<file path="src/rtl/regfile_access_ctrl.sv">
// Initiator-side controller for a 16x16 register file: sequences operand reads and writebacks.
// Optional REGCTL_R0_ZERO_EN hardwires register 0 to zero.
module regfile_access_ctrl #(
   parameter int unsigned ADDR_WIDTH = 4,
   parameter int unsigned DATA_WIDTH = 16
) (
   input  logic                  clk,
   input  logic                  reset,
   input  logic                  req_valid,
   output logic                  req_ready,
   input  logic                  req_write,
   input  logic [ADDR_WIDTH-1:0] req_aa,
   input  logic [ADDR_WIDTH-1:0] req_ba,
   input  logic [ADDR_WIDTH-1:0] req_da,
   input  logic [DATA_WIDTH-1:0] req_data,
   output logic                  rsp_valid,
   input  logic                  rsp_ready,
   output logic [DATA_WIDTH-1:0] rsp_a,
   output logic [DATA_WIDTH-1:0] rsp_b,
   output logic [DATA_WIDTH-1:0] rsp_d,
   output logic                  wr_done,
   output logic                  rf_reset,
   output logic                  rf_rw,
   output logic [ADDR_WIDTH-1:0] rf_aa,
   output logic [ADDR_WIDTH-1:0] rf_ba,
   output logic [ADDR_WIDTH-1:0] rf_da,
   output logic [DATA_WIDTH-1:0] rf_result,
   input  logic [DATA_WIDTH-1:0] rf_aout,
   input  logic [DATA_WIDTH-1:0] rf_bout,
   input  logic [DATA_WIDTH-1:0] rf_dout
);

   localparam logic [2:0] StInit = 3'd0;
   localparam logic [2:0] StIdle = 3'd1;
   localparam logic [2:0] StRd   = 3'd2;
   localparam logic [2:0] StCap  = 3'd3;
   localparam logic [2:0] StResp = 3'd4;
   localparam logic [2:0] StWr   = 3'd5;

`ifdef REGCTL_R0_ZERO_EN
   localparam bit R0Zero = 1'b1;
`else
   localparam bit R0Zero = 1'b0;
`endif

   logic [2:0]            state_q, state_d;
   logic                  req_ready_q, req_ready_d;
   logic                  rsp_valid_q, rsp_valid_d;
   logic [DATA_WIDTH-1:0] rsp_a_q, rsp_a_d;
   logic [DATA_WIDTH-1:0] rsp_b_q, rsp_b_d;
   logic [DATA_WIDTH-1:0] rsp_d_q, rsp_d_d;
   logic                  wr_done_q, wr_done_d;
   logic                  rf_reset_q, rf_reset_d;
   logic                  rf_rw_q, rf_rw_d;
   logic [ADDR_WIDTH-1:0] rf_aa_q, rf_aa_d;
   logic [ADDR_WIDTH-1:0] rf_ba_q, rf_ba_d;
   logic [ADDR_WIDTH-1:0] rf_da_q, rf_da_d;
   logic [DATA_WIDTH-1:0] rf_result_q, rf_result_d;

   logic accept;
   logic r0_skip;

   assign accept  = (state_q == StIdle) && req_valid && req_ready_q;
   assign r0_skip = R0Zero && (req_da == '0);

   always_comb begin
      state_d     = state_q;
      req_ready_d = req_ready_q;
      rsp_valid_d = rsp_valid_q;
      rsp_a_d     = rsp_a_q;
      rsp_b_d     = rsp_b_q;
      rsp_d_d     = rsp_d_q;
      wr_done_d   = 1'b0;
      rf_reset_d  = 1'b0;
      rf_rw_d     = 1'b0;
      rf_aa_d     = rf_aa_q;
      rf_ba_d     = rf_ba_q;
      rf_da_d     = rf_da_q;
      rf_result_d = rf_result_q;

      case (state_q)
         StInit: begin
            state_d     = StIdle;
            req_ready_d = 1'b1;
         end
         StIdle: begin
            req_ready_d = 1'b1;
            if (accept) begin
               req_ready_d = 1'b0;
               rf_aa_d     = req_aa;
               rf_ba_d     = req_ba;
               rf_da_d     = req_da;
               rf_result_d = req_data;
               if (!req_write) begin
                  state_d = StRd;
               end else if (r0_skip) begin
                  // Write to hardwired r0: nothing to commit, acknowledge straight away.
                  state_d   = StIdle;
                  wr_done_d = 1'b1;
               end else begin
                  state_d = StWr;
                  rf_rw_d = 1'b1;
               end
            end
         end
         StRd: begin
            state_d = StCap;
         end
         StCap: begin
            rsp_a_d     = (R0Zero && (rf_aa_q == '0)) ? '0 : rf_aout;
            rsp_b_d     = (R0Zero && (rf_ba_q == '0)) ? '0 : rf_bout;
            rsp_d_d     = (R0Zero && (rf_da_q == '0)) ? '0 : rf_dout;
            rsp_valid_d = 1'b1;
            state_d     = StResp;
         end
         StResp: begin
            if (rsp_ready) begin
               rsp_valid_d = 1'b0;
               req_ready_d = 1'b1;
               state_d     = StIdle;
            end
         end
         StWr: begin
            wr_done_d   = 1'b1;
            req_ready_d = 1'b1;
            state_d     = StIdle;
         end
         default: begin
            state_d     = StIdle;
            req_ready_d = 1'b1;
            rsp_valid_d = 1'b0;
         end
      endcase
   end

   always_ff @(posedge clk or negedge reset) begin
      if (!reset) begin
         state_q     <= StInit;
         req_ready_q <= 1'b0;
         rsp_valid_q <= 1'b0;
         rsp_a_q     <= '0;
         rsp_b_q     <= '0;
         rsp_d_q     <= '0;
         wr_done_q   <= 1'b0;
         rf_reset_q  <= 1'b1;
         rf_rw_q     <= 1'b0;
         rf_aa_q     <= '0;
         rf_ba_q     <= '0;
         rf_da_q     <= '0;
         rf_result_q <= '0;
      end else begin
         state_q     <= state_d;
         req_ready_q <= req_ready_d;
         rsp_valid_q <= rsp_valid_d;
         rsp_a_q     <= rsp_a_d;
         rsp_b_q     <= rsp_b_d;
         rsp_d_q     <= rsp_d_d;
         wr_done_q   <= wr_done_d;
         rf_reset_q  <= rf_reset_d;
         rf_rw_q     <= rf_rw_d;
         rf_aa_q     <= rf_aa_d;
         rf_ba_q     <= rf_ba_d;
         rf_da_q     <= rf_da_d;
         rf_result_q <= rf_result_d;
      end
   end

   assign req_ready = req_ready_q;
   assign rsp_valid = rsp_valid_q;
   assign rsp_a     = rsp_a_q;
   assign rsp_b     = rsp_b_q;
   assign rsp_d     = rsp_d_q;
   assign wr_done   = wr_done_q;
   assign rf_reset  = rf_reset_q;
   assign rf_rw     = rf_rw_q;
   assign rf_aa     = rf_aa_q;
   assign rf_ba     = rf_ba_q;
   assign rf_da     = rf_da_q;
   assign rf_result = rf_result_q;

endmodule

</file>
<file path="config.mk">
export PLATFORM = sky130hd
export DESIGN_NAME = regfile_access_ctrl
export DESIGN_NICKNAME = d
export VERILOG_FILES = /design/src/rtl/regfile_access_ctrl.sv
export SDC_FILE = /design/constraint.sdc
export NUM_CORES = 1
export LEC_CHECK = 0
export CORE_MARGIN = 8
export CORE_UTILIZATION = 40
export CTS_CLUSTER_DIAMETER = 120
export DETAILED_ROUTE_END_ITERATION = 8
export HOLD_SLACK_MARGIN = 0.08
export PLACE_DENSITY = 0.9
export SYNTH_ARGS = -nofsm -noshare
export SYNTH_HDL_FRONTEND = slang
export SYNTH_SLANG_ARGS = --single-unit
</file>
<file path="constraint.sdc">
create_clock -name clk -period 1.72 [get_ports clk]
set_input_delay 0.258 -clock clk [delete_from_list [all_inputs] [get_ports clk]]
set_output_delay 0.258 -clock clk [all_outputs]
set_load 0.005 [all_outputs]
</file>
# Yosys cells after proc, flatten, opt, wreduce, memory -nomap -nowiden
# Index checks and enable logic that the tools add are counted.
# totals
register_bits,84
input_bits,81
out_inout_bits,81
word_cells,44
# classes
eq_ne,7
mux,13
bitwise,2
n_reduce_logical,9
# ops
operator,n
$pmux W3 S4,1
$mux W3,3
$reduce_and A2 Y1,4
$mux W1,7
$eq A3 B2 Y1 const B,2
$eq A3 B3 Y1 const B,2
$pmux W1 S3,2
$ne A2 B2 Y1 const B,2
$reduce_or A4 Y1,1
$eq A3 B1 Y1 const B,1
$logic_not A3 Y1,1
$logic_and A1 B1 Y1,2
$not A1 Y1,2
$reduce_or A2 Y1,1

# Depth between registers and ports, before layout
# Gate-level depths: netlist of run 1.
# logic_depth
word_depth,5
depth_mapped,5
depth_no_buf,3

# Worst setup path before layout of run 1
# No wires, ideal clock.
# synth_timing
kind,reg-to-reg
start,register state_q[2]
end,register rf_aa_q[0] (netlist: rf_aa[0])
setup_time_ns,0.127
t_arrival_ns,1.405
required_time_ns,1.593
path_slack_ns,0.188
stages_incl_launch_ff,6
path_buffers,2
period_less_slack_ns,1.532
cell_sequence,dfrtp_1 -> nand2b_1 -> nor3_2 -> buf_4 -> buf_6 -> mux2_1
# synth_between
elab_chain_cells,4
# synth_rtl
element,line_no,text
start: declaration,46,"logic [2:0] state_q, state_d;"
start signal: assignment,138,state_q <= StInit;
start signal: assignment,152,state_q <= state_d;
$eq A3 B1 Y1 (*),"63, 81",
$logic_and A1 B1 Y1 (2 in series),63,assign accept = (state_q == StIdle) && req_valid && req_ready_q;
$reduce_and A2 Y1 (no source line) (*),-,
end signal: assignment,161,rf_aa_q <= rf_aa_d;
end: declaration,55,"logic [ADDR_WIDTH-1:0] rf_aa_q, rf_aa_d;"
# Every way passes the cells marked *; elsewhere a longest branch is shown, timed or not.
# A chain may end at the register's enable or synchronous reset.

# Worst setup path after layout of run 1
# layout_timing
start,register rf_reset_q (netlist: rf_reset)
end,output port rf_reset
# layout_lines
element,line_no,text
start: declaration,53,"logic rf_reset_q, rf_reset_d;"
start signal: assignment,159,rf_reset_q <= rf_reset_d;
end: declaration,22,"output logic rf_reset,"
# No word-level cell between the ends.

==> summary.txt, run 1 <==
Outcome
  – Status: complete, no violations

Critical path
  – Crit path largest cell delay: about 0.53 ns
  – Worst path cell trace: clkdlybuf4s50_1
  – Top delay family on crit path: flip-flops
  – Slowest CP cell: dfstp_2
  – CP Capture Type: output port
  – Crit Path Class: register to output port
  – CP required: roughly 1.5 ns
  – Critical path fanouts, max: 1
  – Buf+Inv Stages, Crit Path: 1
  – Setup crit start kind: register
  – Worst Path Arrival: 1.36 ns

Floorplanning
  – Die footprint: 11270 sq um
  – Die width: 106.2 microns
  – # rows: 33
  – Initial Util: ~40%
  – Die height: roughly 110 microns
  – Io pins: 162
  – Core ar.: a little over 8000 sq um

Cells and area
  – Layout cell share with drive strength beyond 1: 20.54%
  – # fillers: ~600
  – Footprint of the multi-input gates: 1090 sq um
  – Ant. Diodes: 0
  – Finished Core Util: between 60 and 70%
  – FF/Latch Area: 2103 sq um
  – Area growth syn-to-layout: 61.72%
  – Fin nets: between 400 and 500

Route
  – 1st-pass router iterations: 3
  – Residual DRC: 0
  – DR WL/cell: approximately 18 microns
  – Detail Route Antenna Nets: 0
  – Initial drt markers: 43
  – DR vias: around 2200
  – Post-Route WL: about 8400 microns
  – Avg Vias per Cell: approximately 4.7

Clocking
  – Setup repair bufs after CTS: 0
  – CTS Hold Bufs: 1
  – CTS tree: built
  – CTS buffer count: 9
  – Clk root buf: clkbuf_8
  – Cts repair resizes: 0
  – CTS Buffer Depth: 2
  – Htree depth: 3
  – Clk Latency, worst-skew pair: around 0.33 ns
  – Sink Count: 84
  – Worst-path clk slew: 0.08 ns

Logic synthesis
  – Sequential-to-total area share from yosys stat: between 60% and 70%
  – Yosys warns: 0
  – Synthesized cell area: roughly 3300 sq um
  – Cells after Synth: just under 200
  – Number of synthesized register bits: 84
  – Post-synth cell types: 24
  – Syn Area/Cell: between 15 and 20 sq um
  – Syn nets: approximately 270

STA
  – Fin crit share: 94.29%
  – Final Max Tran Viols: 0
  – Hold Fails Final Rpt: 0
  – Fin Clk Skew: 0.008387 ns
  – RSZ-0062 raised after global routing: no
  – Setup violators final: 0
  – Hold_ws: about 0.4 ns
  – Min cycle time layout: about 1.6 ns
  – Setup TNS: 0 ns
  – Max Freq: slightly above 600 MHz

Placement
  – DP Wirelength: ~6500 microns
  – Port Buffers: between 150 and 200
  – Final Wtd Congestion: 0.7485

Pwr
  – Leakage: 2.245 nW
  – Clock power frac: 16.4%
  – Pwr dens: between 1500 and 2000 nW/um^2
  – Internal Power: 0.006793 W
  – Sequential power share: a little under two fifths
  – Switching pwr: between 0.002 and 0.003 W
  – Switching part of the total power: between 20% and 30%
  – Logic gate share of total power: around 45%
  – Maximum vdd drop: 985.5 uV

Global route
  – Total Routing Usage GR: between 10% and 20%
  – Antenna violations before repair: 0
  – Largest net degree at the start of global routing: 43
  – Vias in the first global route: ~2500
  – First-pass GRT wire length: ~13000 microns
  – Total grt overflow: 0

Run
  – Max_cap viols: 0

Hold path
  – Worst min path class: input pin to asynchronous set/reset pin
-- cells in the mapped netlist --
cell / count / area (sq um)
nand2b_1: 2 / 12.51
conb_1: 1 / 3.750
dfstp_2: 1 / 26.28
nor3_2: 1 / 10.01
nor2b_1: 1 / 6.260
a211oi_1: 1 / 7.510
and3b_1: 1 / 8.760
or4b_1: 2 / 20.02
buf_4: 2 / 15.01
buf_6: 3 / 33.78
o21ai_0: 3 / 15.01
mux2_2: 30 / 337.8
mux2_4: 20 / 300.3
clkbuf_1: 1 / 3.750
o21bai_1: 2 / 15.01
mux2_1: 26 / 292.8
a31oi_1: 1 / 6.260
nor4b_1: 1 / 8.760
and2_1: 1 / 6.260
nand2_1: 3 / 11.26
buf_2: 3 / 15.01
a21oi_1: 3 / 15.01
nor2_1: 1 / 3.750
dfrtp_1: 83 / 2077
-- through the flow --
| step | total power [W] | area (sq um) | setup WS [ns] | std cells |
|---|---|---|---|---|
| finish | 0.009313 | 5259 | 0.09825 | 475 |
| global placement | 0.007715 | 5031 | 0.02558 | 458 |
| floorplan | 0.005248 | 3252 | 0.1875 | 193 |
| detailed placement | 0.007897 | 5031 | -0.02226 | 458 |
| CTS | 0.009461 | 5259 | 0.06664 | 475 |
| global route | 0.009888 | 5259 | 0.03668 | 475 |
-- power groups by stage --
stage	Clock [W]	Combinational, W	Sequential, W
6_report	0.00153	0.00422	0.00357
5_1_grt	0.00166	0.00451	0.00371
4_1_cts	0.00157	0.00431	0.00358
3_5_place_dp	0	0.00430	0.00359
3_3_place_gp	0	0.00418	0.00353
2_1_floorplan	0	0.00166	0.00359
-- registers in the layout (all words and copies together), names as in the netlist --
signal	flops
rsp_b	16
rf_aa	4
req_ready	1
rf_result	16
rf_rw	1
rsp_d	16
rf_ba	4
state_q	3
rf_da	4
rsp_valid	1
rf_reset	1
wr_done	1
rsp_a	16
-- placed cells by master (no fill, tap or decap), types with 3 or more instances in the layout --
cell type	netlist	routed
mux2_2	30	30
buf_4	2	6
a21oi_1	3	3
clkbuf_8	0	10
mux2_4	20	20
dfrtp_1	83	83
buf_12	0	3
mux2_1	26	26
clkdlybuf4s50_1	0	160
o21ai_0	3	3
-- metal layers --
layer  track usage (%)  routed length [microns]  vias to the layer above
li1                  -                        -                     1021
met1             16.37                     3143                     1112
met2             25.56                     4516                       79
met3             6.231                      664                        9
met4             4.824                       80                        0
met5                 0                        0                        -
-- cell families (layout without fill, tap and decap cells) --
| kind of cell | after synthesis | in the layout | synth area share (%) |
|---|---|---|---|
| DFF | 84 | 84 | 64.68 |
| muxes | 76 | 76 | 28.63 |
| and+or+nand+nor | 13 | 13 | 2.694 |
| AOI/OAI and AO/OA | 10 | 10 | 1.808 |
| buffers and inverters | 9 | 186 | 2.077 |
| other | 1 | 1 | 0.1153 |
-- final timing paths --
kind / cells after the start / start / to / slack, ns
worst min-delay path: 2 / reset / rf_da[1] / 0.40
worst min register to register: 1 / rf_da[0] / rf_da[0] / 0.48
max in group asynchronous: 3 / reset / rsp_b[2] / 0.77
min in group clk: 1 / rf_da[0] / rf_da[0] / 0.48
worst max register to register: 4 / state_q[2] / rf_result[14] / 0.11
worst max-delay path: 1 / rf_reset / rf_reset / 0.1
-- final cells by class --
type | instances | share of cell area (%)
repair buffers | 170 | 32.64
multi-input cells | 100 | 20.72
clock buffers | 12 | 2.760
clock inverters | 4 | 1.380
well taps | 105 | 2.498
flip-flops and latches | 84 | 40.00
Note: power is estimated with default switching activity, not from simulation.
==> run 2: changes to the inputs <==
--- a/config.mk
+++ b/config.mk
@@ -11,6 +11,7 @@
 export DETAILED_ROUTE_END_ITERATION = 8
 export HOLD_SLACK_MARGIN = 0.08
 export PLACE_DENSITY = 0.9
+export SLEW_MARGIN = 30
 export SYNTH_ARGS = -nofsm -noshare
 export SYNTH_HDL_FRONTEND = slang
 export SYNTH_SLANG_ARGS = --single-unit
==> results of run 2 <==
The final DEF is identical to that of run 1; final timing and power are the same.
==> run 3: changes to the inputs <==
--- a/config.mk
+++ b/config.mk
@@ -9,6 +9,7 @@
 export CORE_UTILIZATION = 40
 export CTS_CLUSTER_DIAMETER = 120
 export DETAILED_ROUTE_END_ITERATION = 8
+export GPL_ROUTABILITY_DRIVEN = 0
 export HOLD_SLACK_MARGIN = 0.08
 export PLACE_DENSITY = 0.9
 export SLEW_MARGIN = 30
==> results of run 3 <==
The final DEF is identical to that of run 1; final timing and power are the same.
